### src/rtl/regfile_wb_arbiter.sv
// regfile_wb_arbiter
//   Arbitrates two writeback sources (req0 = ALU, req1 = load unit) onto the
//   single write port of a register file. It also keeps a per-register
//   pending-write scoreboard and a saturating count of contested cycles.
//
// Ports
//   clk, rst                 clock; asynchronous active-high reset
//   req{0,1}_valid/addr/data writeback requests
//   req{0,1}_ready           combinational grant (transfer on valid && ready)
//   claim_valid, claim_addr  decode reserves a destination register
//   busy_vec                 registered pending-write bit per register
//   WE3, AD3, WD3            registered register-file write port
//   conflict_cnt             saturating count of cycles with both requests valid
module regfile_wb_arbiter #(
  parameter int ADDRESS_WIDTH = 5,
  parameter int DATA_WIDTH    = 32
) (
  input  logic                        clk,
  input  logic                        rst,
  input  logic                        req0_valid,
  input  logic [ADDRESS_WIDTH-1:0]    req0_addr,
  input  logic [DATA_WIDTH-1:0]       req0_data,
  output logic                        req0_ready,
  input  logic                        req1_valid,
  input  logic [ADDRESS_WIDTH-1:0]    req1_addr,
  input  logic [DATA_WIDTH-1:0]       req1_data,
  output logic                        req1_ready,
  input  logic                        claim_valid,
  input  logic [ADDRESS_WIDTH-1:0]    claim_addr,
  output logic [2**ADDRESS_WIDTH-1:0] busy_vec,
  output logic                        WE3,
  output logic [ADDRESS_WIDTH-1:0]    AD3,
  output logic [DATA_WIDTH-1:0]       WD3,
  output logic [15:0]                 conflict_cnt
);

  localparam int NREGS = 2**ADDRESS_WIDTH;

  // Index of the requester granted most recently. Reset value 1 lets req0
  // win the first contested cycle.
  logic                     last_grant;
  logic                     xfer;
  logic                     contested;
  logic [ADDRESS_WIDTH-1:0] sel_addr;
  logic [DATA_WIDTH-1:0]    sel_data;
  logic [NREGS-1:0]         busy_next;

  function automatic logic [15:0] sat_inc(input logic [15:0] v);
    if (v == 16'hFFFF) return v;
    return v + 16'd1;
  endfunction

  assign contested = req0_valid && req1_valid;

  always_comb begin
    req0_ready = 1'b0;
    req1_ready = 1'b0;
    if (contested) begin
      req0_ready = last_grant;
      req1_ready = !last_grant;
    end else begin
      req0_ready = req0_valid;
      req1_ready = req1_valid;
    end
  end

  assign xfer     = (req0_valid && req0_ready) || (req1_valid && req1_ready);
  assign sel_addr = req1_ready ? req1_addr : req0_addr;
  assign sel_data = req1_ready ? req1_data : req0_data;

  // Clear for the write completing this cycle first, so a claim landing on
  // the same register at the same edge takes priority.
  always_comb begin
    busy_next = busy_vec;
    if (WE3) busy_next[AD3] = 1'b0;
    if (claim_valid && (claim_addr != '0)) busy_next[claim_addr] = 1'b1;
    busy_next[0] = 1'b0;
  end

  // Arbitration stage -> register-file write port
  always_ff @(posedge clk or posedge rst) begin
    if (rst) begin
      last_grant <= 1'b1;
      WE3        <= 1'b0;
      AD3        <= '0;
      WD3        <= '0;
    end else begin
      WE3 <= xfer && (sel_addr != '0);
      if (xfer) begin
        last_grant <= req1_ready;
        AD3        <= sel_addr;
        WD3        <= sel_data;
      end
    end
  end

  always_ff @(posedge clk or posedge rst) begin
    if (rst) begin
      busy_vec     <= '0;
      conflict_cnt <= '0;
    end else begin
      busy_vec <= busy_next;
      if (contested) conflict_cnt <= sat_inc(conflict_cnt);
    end
  end

endmodule

### config.mk
export PLATFORM = sky130hd
export DESIGN_NAME = regfile_wb_arbiter
export DESIGN_NICKNAME = d
export VERILOG_FILES = /design/src/rtl/regfile_wb_arbiter.sv
export SDC_FILE = /design/constraint.sdc
export NUM_CORES = 1
export LEC_CHECK = 0
export BUFFER_PORTS_ARGS = -buffer_cell sky130_fd_sc_hd__buf_4
export CORE_MARGIN = 2
export CORE_UTILIZATION = 48
export CTS_BUF_LIST = sky130_fd_sc_hd__clkbuf_8
export DETAILED_ROUTE_END_ITERATION = 16
export PLACE_DENSITY = 0.82
export SLEW_MARGIN = 20
export SYNTH_ARGS = -nofsm -noshare
export SYNTH_HDL_FRONTEND = slang
export SYNTH_SLANG_ARGS = --single-unit
### constraint.sdc
create_clock -name clk -period 4 [get_ports clk]
set_input_delay 0.8 -clock clk [delete_from_list [all_inputs] [get_ports clk]]
set_output_delay 0.8 -clock clk [all_outputs]
set_load 0.02 [all_outputs]
After elaboration in Yosys (flattened, before gate mapping)
Index checks and enable logic that the tools add are counted.
- flip-flop bits (word level): 86
- output and inout port bits: 88
- input bits: 84
- eq/ne operators: 2
- reduce and logical (&&, ||, !) cells: 12
- $add $sub $neg: 1
- magnitude comparators: 4
- bitwise gates (word level): 3
- mux-type cells: 13
- operators by type and width (cell ; count):
    32-bit 2-to-1 mux ; 3
    32-bit bitwise AND ; 1
    32-bit inverter ; 1
    32-bit OR ; 1
    16-bit by 1-bit adder with 16-bit output (second input constant) ; 1
    16-bit == test (second input constant) ; 1
    16-bit 2-to-1 mux ; 1
    5-bit by 6-bit less-than comparator with 1-bit output (second input constant) ; 2
    1-bit demux with 5-bit select ; 2
    5-bit by 1-bit greater-or-equal comparator with 1-bit output (second input constant) ; 2
    5-bit nonzero test ; 2
    1-bit logical AND ; 7
    1-bit 2-to-1 mux ; 6
    5-bit 2-to-1 mux ; 1
    2-bit inequality test (second input constant) ; 1
    2-bit AND reduction ; 1
    1-bit logical NOT ; 1
    1-bit logical OR ; 1

Logic depth before layout (Yosys ltp)
Gate-level depths: netlist (run 1).
- depth after elaboration: 9
- gate-level depth with buffers: 7
- depth with buffers taken out: 5

Worst setup path before layout (run 1)
OpenSTA, ideal clock, no wires.
- path type: input port to output port
- start point: in req1_valid
- end point: out req0_ready
- data arrival time: 1.681 ns
- required time: 3.200 ns
- buffers on the path: 3
- stages: 6
- setup slack: 1.519 ns
- cells stage by stage: clkbuf_2 -> inv_1 -> o21ai_0 -> buf_2 -> buf_2 -> inv_1
- longest elaborated chain between the ends: 2
- ends and longest elaborated chain (item ; line ; text):
    from (decl) ; 24 ; input logic req1_valid,
    1-bit logical AND ; 53 ; assign contested = req0_valid && req1_valid;
    1-bit 2-to-1 mux ; 58 ; if (contested) begin
    to (decl) ; 23 ; output logic req0_ready,
Every way passes these cells.

Worst setup path after layout (run 1)
Ends and elaborated chain as after synthesis.

==> flow_metrics.env, run 1 <==
export IMPL_fin_skew_ps=14.5
export IMPL_grt_max_degree=65
export IMPL_period_needed_ps=2520
export IMPL_placementRows=32
export IMPL_drt_wl_total_um=10700
export IMPL_synthMuxAreaShare=0.0211
export IMPL_wl_per_cell_um=16.5
export IMPL_power_per_cell_area_mw_per_mm2=572
export IMPL_hold_depth=2
export IMPL_synth_simple_gate_area_share=0.190
export IMPL_dr_pass1_iters=4
export IMPL_finalCritPeriodShare=0.629
export IMPL_detailed_place_hpwl_um=7670
export IMPL_first_iter_violations=248
export IMPL_ys_async_sr_fraction=1.00
export IMPL_top_usage_layer="met2"
export IMPL_synth_top_family_by_area="simple AND/OR/NAND/NOR gates"
export IMPL_min_path_type="reg -> reg"
export IMPL_track_usage=0.260
export IMPL_ctsHoldBuffers=0
export IMPL_startpoint_type="primary input"
export IMPL_dp_cells=634
export IMPL_numPortBuffers=170
export IMPL_area_delta_synth_final_pct=42.0
export IMPL_tritoncts_num_buffers=9
export IMPL_antenna_found_initial=0
export IMPL_met2_usage=0.414
export IMPL_clk_pin_slew_ps=80
export IMPL_synth_edf_count=0
export IMPL_viasPerCell=5.53
export IMPL_synth_seq_cells=86
export IMPL_grt_util_met1=0.347
export IMPL_gp_congestion=0.883
export IMPL_synth_compound_area_frac=0.157
export IMPL_root_buffer="clkbuf_8"
export IMPL_met3_usage=0.0468
export IMPL_synth_cell_types=44
export IMPL_cts_resized_gates=0
export IMPL_antenna_cells=0
export IMPL_avgSynthCellArea_um2=9.94
export IMPL_initial_core_util=0.489
export IMPL_antenna_left=0
export IMPL_clockBufferDepth=2
export IMPL_max_slew_margin=0.485
export IMPL_worst_path_max_fanout=38
export IMPL_io_pins=172
export IMPL_timing_reg2reg_worst_path_depth=5
export IMPL_design_area_mm2=0.00531
export IMPL_synthAdderAreaFrac=0.00335
export IMPL_syn_nets=461
export IMPL_grt_pass1_vias=3464
export IMPL_overflow=0
export IMPL_synth_seq_area_share=0.576
export IMPL_setup_slack_ps=1480
export IMPL_critPathKind="in -> out"
export IMPL_finalMaxSlewViolations=0
export IMPL_grt_setup_unrepaired="no"
export IMPL_vdd_drop_max_mv=0.408
export IMPL_maxCapViolCount=0
export IMPL_cts_htree_levels=3
export IMPL_nNetsFinal=628
export IMPL_cp_required_ps=3200
export IMPL_grt_pass1_wl_um=17300
export IMPL_arrival_ps=1720
export IMPL_dp_slack_ps=1500
export IMPL_leakagePower_uw=0.00246
export IMPL_yosysWarnings=0
export IMPL_critPathCaptureType="output pin"
export IMPL_synthFlopType="dfrtp_1"
export IMPL_clock_latency_ps=360
export IMPL_setup_tns_ps=0
export IMPL_hold_viol=0
export IMPL_stdcell_count=650
export IMPL_die_w_um=92.3
export IMPL_final_util=0.694
export IMPL_clkSinkCount=86
export IMPL_drc=0
export IMPL_finalSetupViolations=0
export IMPL_cts_tree="done"
export IMPL_placed_cell_area_mm2=0.00510
export IMPL_die_area_mm2=0.00851
export IMPL_fillers=592
export IMPL_status="complete, no violations"
export IMPL_netlist_instances=376
export IMPL_fmax_ghz=0.397
export IMPL_vias=3596
export IMPL_core_area_mm2=0.00765
export IMPL_worst_pin_slew_ps=773
export IMPL_die_y_um=92.3
export IMPL_post_cts_setup_buffers=0
export IMPL_synth_xor_area_frac=0.0258
export IMPL_drive_above_1_share=0.376
export IMPL_synth_area_mm2=0.00374
==> per-layer routing <==
| metal | vias to the layer above | part of all wire |
|---|---|---|
| li1 | 1668 | - |
| met2 | 188 | 0.48 |
| met3 | 27 | 0.075 |
| met1 | 1713 | 0.41 |
| met5 | - | 0 |
| met4 | 0 | 0.033 |
==> area by class of cell <==
type	instances	area (µm²)	share of cell area
inverter	6	25.0	0.00471
clock buffer	11	151	0.0285
timing repair buffer	173	1300	0.245
clock inverter	5	57.6	0.0108
tap	102	128	0.0240
sequential	86	2150	0.406
multi-input combinational	267	1490	0.281
==> cell usage after synthesis, types with 2 or more instances <==
library cell	instances	area (µm²)
clkbuf_1	10	37.5
nand4_2	2	25.0
inv_1	6	22.5
xnor2_1	5	43.8
nand2_1	13	48.8
nor3_1	6	30.0
or3b_2	4	35.0
buf_2	3	15.0
nand3_1	8	40.0
buf_1	2	7.51
a21oi_1	4	20.0
o22ai_1	35	219
nand4_1	5	31.3
nor2_1	76	285
nand3b_1	10	75.1
mux2i_1	3	30.0
o21ai_0	64	320
or4_1	2	15.0
dfrtp_1	85	2130
or3_1	2	12.5
o21a_1	2	15.0
xor2_1	6	52.6
mux2_2	2	22.5
==> cells by family (layout without fill, tap and decap cells) <==
logic type / after synthesis / after routing
AOI/OAI and AO/OA: 107 / 107
xor gates and xnor gates: 11 / 11
adders and majority gates: 1 / 1
buffers and inverters: 23 / 195
DFF: 86 / 86
muxes: 7 / 7
other: 1 / 1
and+or+nand+nor: 140 / 140
==> critical path: stages <==
cell     delay (ps)
buf_4           120
inv_1            50
o21ai_2         100
buf_4           390
inv_1            70
buf_4           170
==> where the power goes <==
group          total, µW  leakage, µW  internal (µW)  switching [µW]
logic               1100      0.00136            484             616
registers           1300     0.000989           1110             192
clock network        639     0.000109            323             316
==> placed cells by master, fill, tap and decap left out, drive strengths merged <==
cell    instances
buf           173
dfrtp          85
nor2           77
o21ai          64
o22ai          35
nand2          13
clkbuf         11
nand3b         10
nand3           8
nand4           8
xor2            6
nor3            6
inv             6
xnor2           5
a21oi           4
or3b            4
mux2            4
clkinv          4
mux2i           3
or3             3
or4             2
o21a            2
nor4            2
or2             1
a31oi           1
nor3b           1
nor2b           1
nor4b           1
nand4b          1
o211ai          1
and3            1
nand2b          1
ha              1
conb            1
bufinv          1
dfstp           1
==> worst paths after layout <==
kind                                                   from                            to  slack [ps]
max in group asynchronous                               rst           WD3[14]$_DFFE_PP0P_        2600
worst min-delay path                  busy_vec[3]$_DFF_PP0_         busy_vec[3]$_DFF_PP0_         520
worst max-delay path                             req1_valid                    req0_ready        1480
min in group asynchronous                               rst  conflict_cnt[14]$_DFFE_PP0P_         590
worst max register to register  conflict_cnt[0]$_DFFE_PP0P_  conflict_cnt[14]$_DFFE_PP0P_        2190
worst min register to register        busy_vec[3]$_DFF_PP0_         busy_vec[3]$_DFF_PP0_         520
==> state kept, by name (all words and copies together), names as in the netlist <==
register      cells
conflict_cnt     16
last_grant        1
busy_vec         31
WD3              32
AD3               5
WE3               1
==> metrics by stage <==
stage	hold slack, ps	power, µW
after CTS	517	3050
after global routing	556	3200
after floorplan	505	1850
after global placement	489	2380
after detailed placement	497	2410
final	519	3040
No activity file was read; power rests on OpenSTA's default activity.
==> run 2, diff against run 1 <==
Settings changed: ABC_AREA from default to 1, CORE_UTILIZATION 48 to 45, PLACE_DENSITY 0.82 to 0.78.
Clock period 4 ns to 2.3 ns, I/O delays scaled along.
==> run 2 against run 1 <==
Compared with the run above:
- synthesized area is 12% higher
- power grew 85%
- sequential power up 77%
- worst hold slack got worse by 290 ps
- critical path depth shrank 2
- combinational power is 100% higher
- sequential share of layout area is 3.2 points lower
- non-clock buffer count increased by 3
- die area increased by 19%
- core utilization decreased by 6.5 points
- largest cell class unchanged
- highest routed layer unchanged
==> flow_metrics.env, run 2 <==
export IMPL_grt_max_degree=87
export IMPL_grt_pass1_vias=3994
export IMPL_synth_cell_types=26
export IMPL_reg_largest_list="WD3 x32, busy_vec x31, conflict_cnt x16"
export IMPL_timing_reg2reg_worst_path_depth=8
export IMPL_cts_resized_gates=0
export IMPL_drt_wl_total_um=11600
export IMPL_die_area_mm2=0.0101
export IMPL_layout_common_cells="nand2_1 (187), buf_4 (175), o21ai_0 (99), dfrtp_1 (85), nand3_1 (61)"
export IMPL_synth_edf_count=0
export IMPL_finalSetupViolations=0
export IMPL_startpoint_type="flop"
export IMPL_finalCritPeriodShare=0.849
export IMPL_fin_skew_ps=9.24
export IMPL_root_buffer="clkbuf_8"
export IMPL_critPathCaptureType="output pin"
export IMPL_grt_setup_unrepaired="no"
export IMPL_dp_cells=798
export IMPL_synthFlopType="dfrtp_1"
export IMPL_synth_most_common_cell="nand2_1"
export IMPL_detailed_place_hpwl_um=8620
export IMPL_placementRows=35
export IMPL_layout_commonest_cell="nand2_1"
export IMPL_fmax_ghz=0.512
export IMPL_synthTopCellsByCount="nand2_1 (187), o21ai_0 (99), dfrtp_1 (85), nand3_1 (61), inv_1 (25)"
export IMPL_syn_nets=618
export IMPL_clk_pin_slew_ps=90
export IMPL_vdd_drop_max_mv=0.400
export IMPL_cts_tree="done"
export IMPL_die_y_um=101
export IMPL_numPortBuffers=170
export IMPL_wl_per_cell_um=14.2
export IMPL_power_uw=5610
export IMPL_synth_seq_area_share=0.513
export IMPL_dr_pass1_iters=4
export IMPL_area_delta_synth_final_pct=37.2
export IMPL_period_needed_ps=1950
export IMPL_hold_viol=0
export IMPL_status="complete, no violations"
export IMPL_stdcell_count=814
export IMPL_cp_required_ps=1840
export IMPL_fillers=766
export IMPL_yosysWarnings=0
export IMPL_die_w_um=101
export IMPL_clock_latency_ps=340
export IMPL_yosys_area_top_type="dfrtp_1"
export IMPL_tritoncts_num_buffers=9
export IMPL_worst_path_max_fanout=13
export IMPL_leakagePower_uw=0.00289
export IMPL_initial_core_util=0.458
export IMPL_arrival_ps=1490
export IMPL_track_usage=0.232
export IMPL_first_iter_violations=135
export IMPL_gp_congestion=0.866
export IMPL_largest_register_ffs=32
export IMPL_r2r_start="last_grant$_DFFE_PP1P_"
export IMPL_grt_pass1_wl_um=18800
export IMPL_drc=0
export IMPL_power_per_cell_area_mw_per_mm2=974
export IMPL_dp_slack_ps=584
export IMPL_drive_above_1_share=0.289
export IMPL_synth_seq_cells=86
export IMPL_clkSinkCount=86
export IMPL_cts_htree_levels=3
export IMPL_ff2ff_setup_slack_ps=640
export IMPL_nNetsFinal=783
export IMPL_ys_async_sr_fraction=1.00
export IMPL_antenna_found_initial=0
export IMPL_vias=4174
export IMPL_min_path_type="in -> async"
export IMPL_io_pins=172
export IMPL_synth_area_mm2=0.00420
export IMPL_viasPerCell=5.13
export IMPL_clockBufferDepth=2
export IMPL_antenna_cells=0
export IMPL_overflow=0
export IMPL_r2r_end="WE3$_DFF_PP0_"
export IMPL_core_area_mm2=0.00915
export IMPL_ctsHoldBuffers=0
export IMPL_critPathKind="reg -> out"
export IMPL_setup_slack_ps=348
export IMPL_maxCapViolCount=0
export IMPL_yosysTopAreaCellShare=0.507
export IMPL_synthTopCellsByArea="dfrtp_1 (51%), nand2_1 (17%), o21ai_0 (12%)"
export IMPL_avgSynthCellArea_um2=7.87
export IMPL_startpoint="last_grant$_DFFE_PP1P_"
export IMPL_setup_tns_ps=0
export IMPL_antenna_left=0
export IMPL_finalMaxSlewViolations=0
export IMPL_regMostFlops="WD3"
export IMPL_post_cts_setup_buffers=0
export IMPL_netlist_instances=533
export IMPL_hold_slack_ps=228
-- run 2: per-stage QoR --
stage,utilization,cell area [µm²]
after floorplan,-,4200
after global placement,0.606,5550
after detailed placement,0.606,5550
after CTS,0.629,5760
after global routing,0.629,5760
final,0.629,5760
-- run 2: final cells by class --
class	instances	area, µm²	area share
multi-input combinational	399	1820	0.316
clock inverter	5	57.6	0.0100
clock buffer	11	151	0.0263
timing repair buffer	176	1330	0.232
tap	111	139	0.0241
sequential	86	2150	0.374
inverter	26	101	0.0176
-- run 2: cells by family (layout without fill, tap and decap cells) --
logic type / count (synthesis) / after routing / share of synthesized area
AOI/OAI and AO/OA: 107 / 107 / 0.130
DFF: 86 / 86 / 0.513
other: 1 / 1 / 0.000894
xor gates and xnor gates: 8 / 8 / 0.0167
adders and majority gates: 1 / 1 / 0.00298
buffers and inverters: 48 / 218 / 0.0531
and+or+nand+nor: 282 / 282 / 0.283
-- run 2: routing by layer --
layer,GRT usage,share of wire,vias to the layer above
met2,0.382,0.49,170
met4,0.0843,0.013,0
li1,-,-,2074
met5,0,0,-
met3,0.0576,0.081,12
met1,0.300,0.41,1918
-- run 2: power by group --
group	internal [µW]	switching (µW)	total (µW)	leakage, µW
clock	563	548	1110	0.000103
combinational	931	1270	2200	0.00179
sequential	1950	349	2300	0.00100
total	3450	2160	5610	0.00289
-- run 2: critical path: stages (launching register included) --
cell	delay, ps
dfstp_2	560
nand2_1	90
nand2_2	200
inv_1	130
buf_4	180
-- run 2: worst max-delay path by stage --
stage | end | slack, ps | depth (start not counted)
final | req1_ready | 350 | 4
after global routing | req1_ready | 270 | 4
after CTS | req1_ready | 320 | 4
after detailed placement | WE3$_DFF_PP0_ | 580 | 8
after global placement | req0_ready | 670 | 5
after floorplan | req0_ready | 640 | 5
==> run 3, diff against run 2 <==
Settings changed: CORE_UTILIZATION 45 to 50, PLACE_DENSITY 0.78 to 0.83.
Clock period 2.3 ns to 1.9 ns, I/O delays scaled along.
==> run 3 against run 2 <==
Compared with the run above:
- power is 24% higher
- cell count is 0.12% lower
- register-to-register slack worse by 440 ps
- worst setup slack worse by 240 ps
- via count is 2.8% higher
- clock power is 31% higher
- sequential power is 22% higher
==> flow_metrics.env, run 3 (synthesized netlist as in run 2, its figures left out) <==
export IMPL_crit_buf_inv=2
export IMPL_crit_family="flip-flops"
export IMPL_nNetsFinal=788
export IMPL_multiInputGateArea_mm2=0.00182
export IMPL_vias=4289
export IMPL_cp_slowest_stage_delay_ps=560
export IMPL_drt_wl_total_um=11700
export IMPL_critPathCaptureType="output pin"
export IMPL_placed_cell_area_mm2=0.00559
export IMPL_die_area_mm2=0.00914
export IMPL_fillers=650
export IMPL_regMostFlops="WD3"
export IMPL_vdd_drop_max_mv=0.610
export IMPL_net_switching_power_uw=2700
export IMPL_tritoncts_num_buffers=9
export IMPL_status="complete, no violations"
export IMPL_die_y_um=95.6
export IMPL_fin_skew_ps=14.6
export IMPL_grt_max_degree=38
export IMPL_grt_pass1_wl_um=18800
export IMPL_overflow=0
export IMPL_critPathKind="reg -> out"
export IMPL_dp_slack_ps=252
export IMPL_startpoint_type="flop"
export IMPL_ctsHoldBuffers=0
export IMPL_finalCritPeriodShare=0.942
export IMPL_reg_largest_list="WD3 x32, busy_vec x31, conflict_cnt x16"
export IMPL_p_comb_frac=0.388
export IMPL_cellInternalPower_uw=4260
export IMPL_antenna_cells=0
export IMPL_gp_congestion=0.880
export IMPL_numPortBuffers=170
export IMPL_root_buffer="clkbuf_8"
export IMPL_hold_viol=0
export IMPL_track_usage=0.264
export IMPL_grt_pass1_vias=4041
export IMPL_dr_pass1_iters=5
export IMPL_arrival_ps=1410
export IMPL_first_iter_violations=212
export IMPL_period_needed_ps=1790
export IMPL_io_pins=172
export IMPL_finalSetupViolations=0
export IMPL_initial_core_util=0.513
export IMPL_drive_above_1_share=0.295
export IMPL_cts_htree_levels=3
export IMPL_area_delta_synth_final_pct=38.7
export IMPL_cts_tree="done"
export IMPL_swShare=0.388
export IMPL_drc=0
export IMPL_worst_path_max_fanout=15
export IMPL_placementRows=33
export IMPL_die_w_um=95.6
export IMPL_grt_setup_unrepaired="no"
export IMPL_design_area_mm2=0.00582
export IMPL_cp_required_ps=1520
export IMPL_setup_tns_ps=0
export IMPL_finalMaxSlewViolations=0
export IMPL_clk_pin_slew_ps=100
export IMPL_maxCapViolCount=0
export IMPL_clockBufferDepth=2
export IMPL_clkSinkCount=86
export IMPL_min_path_type="in -> async"
export IMPL_layout_commonest_cell="nand2_1"
export IMPL_p_seq_frac=0.403
export IMPL_ff_latch_area_mm2=0.00215
export IMPL_detailed_place_hpwl_um=8890
export IMPL_clock_latency_ps=360
export IMPL_antenna_found_initial=0
export IMPL_viasPerCell=5.28
export IMPL_wl_per_cell_um=14.4
export IMPL_setup_slack_ps=109
export IMPL_layout_common_cells="nand2_1 (187), buf_4 (179), o21ai_0 (99), dfrtp_1 (85), nand3_1 (61)"
export IMPL_core_area_mm2=0.00818
export IMPL_power_per_cell_area_mw_per_mm2=1200
export IMPL_leakagePower_uw=0.00293
export IMPL_slowest_stage="dfstp_2"
export IMPL_antenna_left=0
export IMPL_largest_register_ffs=32
export IMPL_fmax_ghz=0.558
export IMPL_cp_cell_sequence="nand2_1, nand2_4, inv_1, buf_4"
export IMPL_pwr_share_clk=0.209
[run 3: stage by stage]
stage / total power, µW / instances / util / hold slack (ps)
finish: 6960 / 813 / 0.712 / 29.6
global route: 7390 / 813 / 0.712 / 46.4
CTS: 6990 / 813 / 0.711 / 33.3
detailed placement: 5540 / 797 / 0.684 / 424
global placement: 5430 / 797 / 0.684 / 421
floorplan: 4220 / 533 / - / 499
[run 3: worst reg2reg max path, delay by kind of cell (launching register included)]
kind                       cells  cell delay (ps)
adders and majority gates      1              290
DFF                            1              460
AOI/OAI and AO/OA              1              140
and+or+nand+nor                5              610
buffers and inverters          1               80
[run 3: what timing repair did]
item | in CTS | in global routing
endpoints found under the setup margin | 0 | 1
setup buffers | 0 | 0
gates resized for setup | 0 | 1
[run 3: final timing paths]
kind	startpoint	endpoint	slack [ps]	cells past startpoint
min reg2reg	WD3[21]$_DFFE_PP0P_	WD3[21]$_DFFE_PP0P_	510	2
max reg2reg	conflict_cnt[0]$_DFFE_PP0P_	conflict_cnt[7]$_DFFE_PP0P_	200	8
max in group asynchronous	rst	last_grant$_DFFE_PP1P_	1310	3
min in group clk	req1_data[8]	WD3[8]$_DFFE_PP0P_	260	3
max	last_grant$_DFFE_PP1P_	req1_ready	110	4
min	rst	conflict_cnt[8]$_DFFE_PP0P_	30	2
[run 3: layer usage]
layer,up-vias,part of all wire,global-route usage
li1,2092,-,-
met1,1962,0.40,0.332
met2,211,0.48,0.428
met3,24,0.10,0.0743
met4,0,0.023,0.107
met5,-,0,0
[run 3: final cells by class]
type | instances | area share
sequential | 86 | 0.370
multi-input combinational | 399 | 0.313
timing repair buffer | 181 | 0.238
tap | 105 | 0.0226
clock buffer | 9 | 0.0213
clock inverter | 7 | 0.0176
inverter | 26 | 0.0174
[run 3: power by group through the flow]
stage,Combinational [µW],Clock [µW],Sequential (µW)
floorplan,822,0,3400
finish,2700,1450,2810
detailed placement,2710,0,2830
global route,2960,1560,2870
CTS,2710,1480,2800
global placement,2630,0,2790
